===== src/rtl/l2c_read_ctrl.sv =====
// L2 cache read-path controller: accepts an MNI read, runs the tag lookup with
// bounded retries, then streams the line out of the SRAM beat by beat.
module l2c_read_ctrl #(
    parameter int SET_BITS   = 9,
    parameter int WAY_BITS   = 3,
    parameter int LINE_BITS  = 6,
    parameter int BEAT_BYTES = 16,
    parameter int RETRY_MAX  = 15,
    parameter int RETRY_W    = 4
) (
    input  logic                                  Clk,
    input  logic                                  Reset,
    input  logic                                  i_maintenance_active,
    input  logic [31:0]                           i_mni_read_adr,
    input  logic                                  i_mni_read_valid,
    input  logic                                  i_hit,
    input  logic                                  i_miss,
    input  logic                                  i_retry,
    input  logic [WAY_BITS-1:0]                   i_way,
    input  logic                                  i_wb_ack_broadcast,
    input  logic                                  i_fill_broadcast,
    input  logic                                  i_write_broadcast,
    input  logic                                  i_start,
    input  logic                                  i_beat,
    output logic                                  o_read_idle,
    output logic                                  o_tag_req,
    output logic [SET_BITS+WAY_BITS+LINE_BITS-1:0] o_sram_adr,
    output logic                                  o_mni_read_stall,
    output logic                                  o_mni_read_nack,
    output logic                                  o_mni_data_valid,
    output logic                                  o_retry_timeout
);
    localparam int BEATS  = (1 << LINE_BITS) / BEAT_BYTES;
    localparam int BEAT_W = (BEATS > 1) ? $clog2(BEATS) : 1;
    localparam int OFF_SH = $clog2(BEAT_BYTES);

    localparam int S_IDLE   = 0;
    localparam int S_TAGS   = 1;
    localparam int S_RETRY  = 2;
    localparam int S_SRAM   = 3;
    localparam int S_ACCESS = 4;
    localparam int S_UNLOCK = 5;
    localparam int S_NACK   = 6;

    localparam logic [6:0] ST_IDLE   = 7'b0000001;
    localparam logic [6:0] ST_TAGS   = 7'b0000010;
    localparam logic [6:0] ST_RETRY  = 7'b0000100;
    localparam logic [6:0] ST_SRAM   = 7'b0001000;
    localparam logic [6:0] ST_ACCESS = 7'b0010000;
    localparam logic [6:0] ST_UNLOCK = 7'b0100000;
    localparam logic [6:0] ST_NACK   = 7'b1000000;

    logic [6:0]          state_q, state_d;
    logic [SET_BITS-1:0] set_q, set_d;
    logic [WAY_BITS-1:0] way_q, way_d;
    logic [RETRY_W-1:0]  retry_cnt_q, retry_cnt_d;
    logic [BEAT_W-1:0]   beat_cnt_q, beat_cnt_d;
    logic                timeout_q, timeout_d;

    logic accept;
    logic any_bcast;
    logic retry_at_max;
    logic last_beat;
    logic [LINE_BITS-1:0] beat_off;
    logic unused_adr;

    assign accept       = i_mni_read_valid & ~i_maintenance_active;
    assign any_bcast    = i_wb_ack_broadcast | i_fill_broadcast | i_write_broadcast;
    assign retry_at_max = (retry_cnt_q == RETRY_W'(RETRY_MAX));
    assign last_beat    = (beat_cnt_q == BEAT_W'(BEATS - 1));
    assign unused_adr   = ^i_mni_read_adr;

    always_ff @(posedge Clk) begin
        if (Reset) begin
            state_q     <= ST_IDLE;
            set_q       <= '0;
            way_q       <= '0;
            retry_cnt_q <= '0;
            beat_cnt_q  <= '0;
            timeout_q   <= 1'b0;
        end else begin
            state_q     <= state_d;
            set_q       <= set_d;
            way_q       <= way_d;
            retry_cnt_q <= retry_cnt_d;
            beat_cnt_q  <= beat_cnt_d;
            timeout_q   <= timeout_d;
        end
    end

    // Tag responses are prioritised hit > miss > retry.
    always_comb begin
        state_d = state_q;
        case (1'b1)
            state_q[S_IDLE]:   if (accept) state_d = ST_TAGS;
            state_q[S_TAGS]: begin
                if (i_hit)         state_d = ST_SRAM;
                else if (i_miss)   state_d = ST_NACK;
                else if (i_retry)  state_d = retry_at_max ? ST_NACK : ST_RETRY;
            end
            state_q[S_RETRY]:  if (any_bcast) state_d = ST_TAGS;
            state_q[S_SRAM]:   if (i_start) state_d = ST_ACCESS;
            state_q[S_ACCESS]: if (i_beat && last_beat) state_d = ST_UNLOCK;
            state_q[S_UNLOCK]: state_d = ST_IDLE;
            state_q[S_NACK]:   state_d = ST_IDLE;
            default:           state_d = ST_IDLE;
        endcase
    end

    always_comb begin
        set_d       = set_q;
        way_d       = way_q;
        retry_cnt_d = retry_cnt_q;
        beat_cnt_d  = beat_cnt_q;
        timeout_d   = 1'b0;
        if (state_q[S_IDLE] && accept) begin
            set_d       = i_mni_read_adr[LINE_BITS+SET_BITS-1:LINE_BITS];
            retry_cnt_d = '0;
        end
        if (state_q[S_TAGS]) begin
            if (i_hit) begin
                way_d = i_way;
            end else if (!i_miss && i_retry) begin
                if (retry_at_max) timeout_d = 1'b1;
                else              retry_cnt_d = retry_cnt_q + 1'b1;
            end
        end
        if (state_q[S_SRAM] && i_start) beat_cnt_d = '0;
        if (state_q[S_ACCESS] && i_beat) beat_cnt_d = last_beat ? '0 : beat_cnt_q + 1'b1;
    end

    always_comb begin
        beat_off         = state_q[S_ACCESS] ? (LINE_BITS'(beat_cnt_q) << OFF_SH) : '0;
        o_read_idle      = state_q[S_IDLE];
        o_tag_req        = state_q[S_TAGS];
        o_sram_adr       = {set_q, way_q, beat_off};
        o_mni_read_stall = ~(state_q[S_NACK] | state_q[S_UNLOCK]);
        o_mni_read_nack  = state_q[S_NACK];
        o_mni_data_valid = state_q[S_ACCESS] & i_beat;
        o_retry_timeout  = timeout_q;
    end
endmodule


===== config.mk =====
export PLATFORM = sky130hd
export DESIGN_NAME = l2c_read_ctrl
export DESIGN_NICKNAME = d
export VERILOG_FILES = /design/src/rtl/l2c_read_ctrl.sv
export SDC_FILE = /design/constraint.sdc
export NUM_CORES = 1
export LEC_CHECK = 0
export CORE_MARGIN = 5
export CORE_UTILIZATION = 38
export CTS_CLUSTER_DIAMETER = 120
export DETAILED_ROUTE_END_ITERATION = 10
export PLACE_DENSITY = 0.81
export SLEW_MARGIN = 20
export SYNTH_ARGS = -nofsm -noshare
export SYNTH_HDL_FRONTEND = slang
export SYNTH_SLANG_ARGS = --single-unit

===== constraint.sdc =====
create_clock -name Clk -period 1.7 [get_ports Clk]
set_input_delay 0.17 -clock Clk [delete_from_list [all_inputs] [get_ports Clk]]
set_output_delay 0.17 -clock Clk [all_outputs]
set_load 0.01 [all_outputs]

; Yosys cells after proc, flatten, opt, wreduce, memory -nomap -nowiden
; Index checks and enable logic that the tools add are counted.
; Widths: inputs -> output; s select.
[word_totals]
ff_bits = 26
in_bits = 47
out_inout_bits = 24
[op_classes]
add_sub_neg = 2
n_eq_ne = 7
n_mux = 23
bitwise_logic = 9
n_reduce_logical = 13
[op_table]
columns = op, n
row1 = $mux 7, 13
row2 = $mux 4, 5
row3 = $ne 5x5->1 const B, 2
row4 = $mux 2, 3
row5 = $mux 6, 1
row6 = $ne 6x5->1 const B, 1
row7 = $logic_and 1x1->1, 5
row8 = $reduce_and 5->1, 1
row9 = $add 4x1->4 const B, 1
row10 = $eq 4x4->1 const B, 1
row11 = $ne 4x3->1 const B, 1
row12 = $not 1->1, 4
row13 = $reduce_and 2->1, 2
row14 = $reduce_and 4->1, 1
row15 = $reduce_or 4->1, 1
row16 = $or 1x1->1, 3
row17 = $reduce_and 3->1, 1
row18 = $add 2x1->2 const B, 1
row19 = $and 1x1->1, 2
row20 = $eq 2x2->1 const B, 1
row21 = $ne 2x1->1 const B, 1
row22 = $reduce_bool 2->1, 1
row23 = $logic_not 1->1, 1
row24 = $mux 1, 1

; Depth between registers and ports, before layout
[logic_depth]
depth_word = 8
mapped_depth = 6
depth_no_buf = 5

; Worst setup path after synthesis
; OpenSTA, ideal clock, no wires.
[synth_path]
path_type = register to register
start = register state_q[1]
end = register state_q[5]
setup_time_ps = 79
arrival_time_ps = 1547
t_required_ps = 1621
setup_slack_ps = 74
stages_incl_launch_ff = 6
n_path_buf = 1
synth_period_minus_slack_ps = 1626
path_cell_list = dfxtp_1 buf_6 nor2b_4 a22o_4 or4b_1 a211oi_2
[synth_via]
elab_chain_len = 2
[synth_rtl]
columns = item, line_no
row1 = from (decl), 53  ; logic [6:0] state_q, state_d;
row2 = from (signal assigned), 82  ; state_q <= state_d;
row3 = $ne 6x5->1 (no line) (tied with other cells), -
row4 = $reduce_and 5->1 (no line) or $mux 7 (tied branches), -
; Parallel ways exist; a longest one is shown, timed or not.
; A chain may end at the register's enable or synchronous reset.

; Worst setup path in the final report
[layout_path]
start = register state_q[4]
end = output port o_mni_data_valid
[layout_via]
elab_chain_len = 1
[layout_rtl]
columns = item, line_no
row1 = $and 1x1->1, 139  ; o_mni_data_valid = state_q[S_ACCESS] & i_beat;
row2 = to (decl), 30  ; output logic o_mni_data_valid,
; No other way between the ends.

==> metrics.md <==
| Metric | Value |
|---|---|
| CTS Buffer Depth | 2 |
| Critical Path RT | 1.53 ns |
| Sw Pwr | 307 uW |
| Final Instance Area | 1900 sq um |
| RePlAce Congestion | 0.735 |
| Final-report hold violation count | 0 |
| Top cells by count, synth | 28 x nand2_1, 26 x dfxtp_1, 18 x a21oi_1 |
| Die height | 67.5 um |
| Cells after Synth | 150 |
| Max-Cap Viols | 0 |
| Largest net degree at the start of global routing | 28 |
| Worst Setup Path Type | flop to output pin |
| Status | complete, no violations |
| Peak Freq | 618 MHz |
| Slew Limit Fails | 0 |
| Asr flop ratio synth | 0 |
| Total wire length | 3.04 mm |
| Met2 Resource Use GR | 0.248 |
| GR Overflow Total | 0 |
| Via count | 1233 |
| Initial Util | 0.405 |
| Core area | 3100 sq um |
| Total track usage | 0.141 |
| Final Skew | 0.00748 ns |
| I/O Buffers | 43 |
| CP max FO | 6 |
| DRT iter0 DRCs | 48 |
| Syn avg cell area | 8.37 sq um |
| Root Driver | clkbuf_4 |
| WP data arrival | 1.45 ns |
| Peak supply drop | 0.288 mV |
| Area leader, netlist | dfxtp_1 |
| Pwr/cell area | 699 nW/um^2 |
| Synth cell types | 41 |
| DP Area | 1840 sq um |
| Reg clk slew, reported paths | 0.14 ns |
| Post-synth EDFFs | 0 |
| Met3 global-route usage | 0.0233 |
| Register bit total from synthesis | 26 |
| Initial antenna violation count | 0 |
| Synthesis Warnings | 0 |
| Combinational power share | 0.192 |
| Rows | 20 |
| Int Pwr | 1.02 mW |
| Buffer count from post-CTS setup fixing | 0 |
| # setup viols final | 0 |
| Global route hottest layer | met2 |
| I/O pin total | 71 |
| Placed Cells | 247 |
| Synth-to-Final Area Change | 51.3% |
| RSZ-0062 raised after global routing | false |
| CTS tree | done |
| DRC errors left | 0 |
| CTS buffer count | 3 |
| Clock network power share | 0.319 |
| Post-cts resize count | 2 |
| Skew-Pair Late Insertion Delay | 0.33 ns |
| CP Capture Type | output pin |
| Sequential Power Share | 0.489 |
| H-tree depth | 1 |
| Clk sinks | 26 |
| Die ar. | 4560 sq um |
| Nets | 257 |
| Via count of the first global-routing pass | 1166 |
| Top-count cell post-synth | nand2_1 |
| Ant. Diodes | 0 |
| Die span in x | 67.5 um |
| Antenna Violating Nets Remaining | 0 |
| Worst min path class | input port to flop |
| Global Route met1 Usage | 0.169 |
| Synth Cell Area | 1260 sq um |
| Drt first pass iters | 4 |
| Vias per cell | 4.91 |
| Share of cells above drive strength 1 | 0.159 |
| Non-filler instance count after layout | 251 |
| Seq/Total Area, Yosys | 0.414 |
| Type of origin of the critical path | flop |
| Post-DR wirelength/cell | 12.1 um |
| Tcrit/Tclk final | 0.952 |
| Leakage | 0.712 nW |
| First-pass GRT wire length | 4.99 mm |
| Switching share of power | 0.231 |
| Fin crit period | 1.62 ns |
| Main synth FF type | dfxtp_1 |
| Post-DP HPWL | 2.33 mm |
| Largest cells by area after synthesis | dfxtp_1 41%, nand2_1 8.4%, a21oi_1 7.2% |
| Number of hold buffers added after CTS | 0 |
| Synth top area share | 0.414 |
## kinds of logic after synthesis
family / count (synthesis) / synth area share
XOR/XNOR: 1 / 0.00697
flip-flops: 26 / 0.414
AO/OA/AOI/OAI: 33 / 0.175
adder cells (fa/ha/maj): 2 / 0.0199
buffers and inverters: 15 / 0.0687
AND/OR/NAND/NOR: 71 / 0.304
other: 1 / 0.00299
multiplexers: 1 / 0.00797
## through the flow
step                setup TNS (ns)  worst slack [ns]  total power [mW]  utilization  hold slack [ns]
floorplan                        0            0.0737             0.782            -            0.306
detailed placement          -0.599            -0.168             0.919        0.594            0.447
CTS                              0            0.0455              1.35        0.611            0.371
global route                     0            0.0128              1.40        0.613            0.377
global placement            -0.408            -0.151             0.914        0.594            0.442
finish                           0            0.0814              1.33        0.613            0.381
## area by class of cell
cell class / count / area (sq um)
fillers: 271 / 1200
multi-input cells: 112 / 661
clock inverters: 1 / 30.0
flip-flops and latches: 26 / 527
clock buffers: 3 / 22.5
well taps: 44 / 55.1
inverters: 4 / 15.0
repair buffers: 61 / 591
## worst max-delay path, cell delays in order (launching register included)
cell	delay, ns
dfxtp_4	0.40
nand2_1	0.10
inv_1	0.09
clkdlybuf4s50_1	0.54
## power groups by stage
stage | clock (mW) | combinational [mW] | sequential, mW
finish | 0.424 | 0.255 | 0.650
detailed placement | 0 | 0.255 | 0.664
floorplan | 0 | 0.114 | 0.667
global route | 0.466 | 0.281 | 0.654
CTS | 0.437 | 0.257 | 0.651
global placement | 0 | 0.251 | 0.663
## final timing paths
check                          startpoint                      end  slack [ns]  cells past startpoint
setup / recovery  state_q[4]$_SDFFE_PP0P_         o_mni_data_valid        0.08                      3
hold / removal          i_mni_read_adr[9]    set_q[3]$_SDFFE_PP0P_        0.38                      3
setup reg to reg  state_q[1]$_SDFFE_PP0P_  state_q[6]$_SDFFE_PP0P_        0.13                      5
hold reg to reg     set_q[7]$_SDFFE_PP0P_    set_q[7]$_SDFFE_PP0P_        0.46                      2
## cells in the final DEF (no fill, tap or decap), types with 2 or more instances in the layout
cell             netlist  layout
a211oi_1               3       3
a21oi_1               18      18
a41oi_1                2       2
and2_1                 3       3
buf_12                 0       2
buf_4                  4      16
clkbuf_4               0       3
clkdlybuf4s50_1        0      43
conb_1                 1       4
dfxtp_1               26      23
dfxtp_2                0       2
ha_1                   2       2
inv_1                  4       4
nand2_1               28      28
nand2b_1               5       5
nand3_1                6       6
nor2_1                 7       7
nor2b_1                2       2
nor3_1                 4       4
nor3_2                 2       2
nor3b_1                2       2
nor4_1                 2       2
o31ai_1                2       2
or3_1                  2       2
## state kept, by name (all words and copies together) (netlist names)
name             cells
way_q                3
retry_cnt_q          4
set_q                9
state_q              7
o_retry_timeout      1
beat_cnt_q           2
## layer usage
metal | up-vias | routed length [um]
li1 | 630 | -
met1 | 562 | 1330
met2 | 37 | 1460
met3 | 4 | 200
met4 | 0 | 38
met5 | - | 0
No activity file was read; power rests on OpenSTA's default activity.
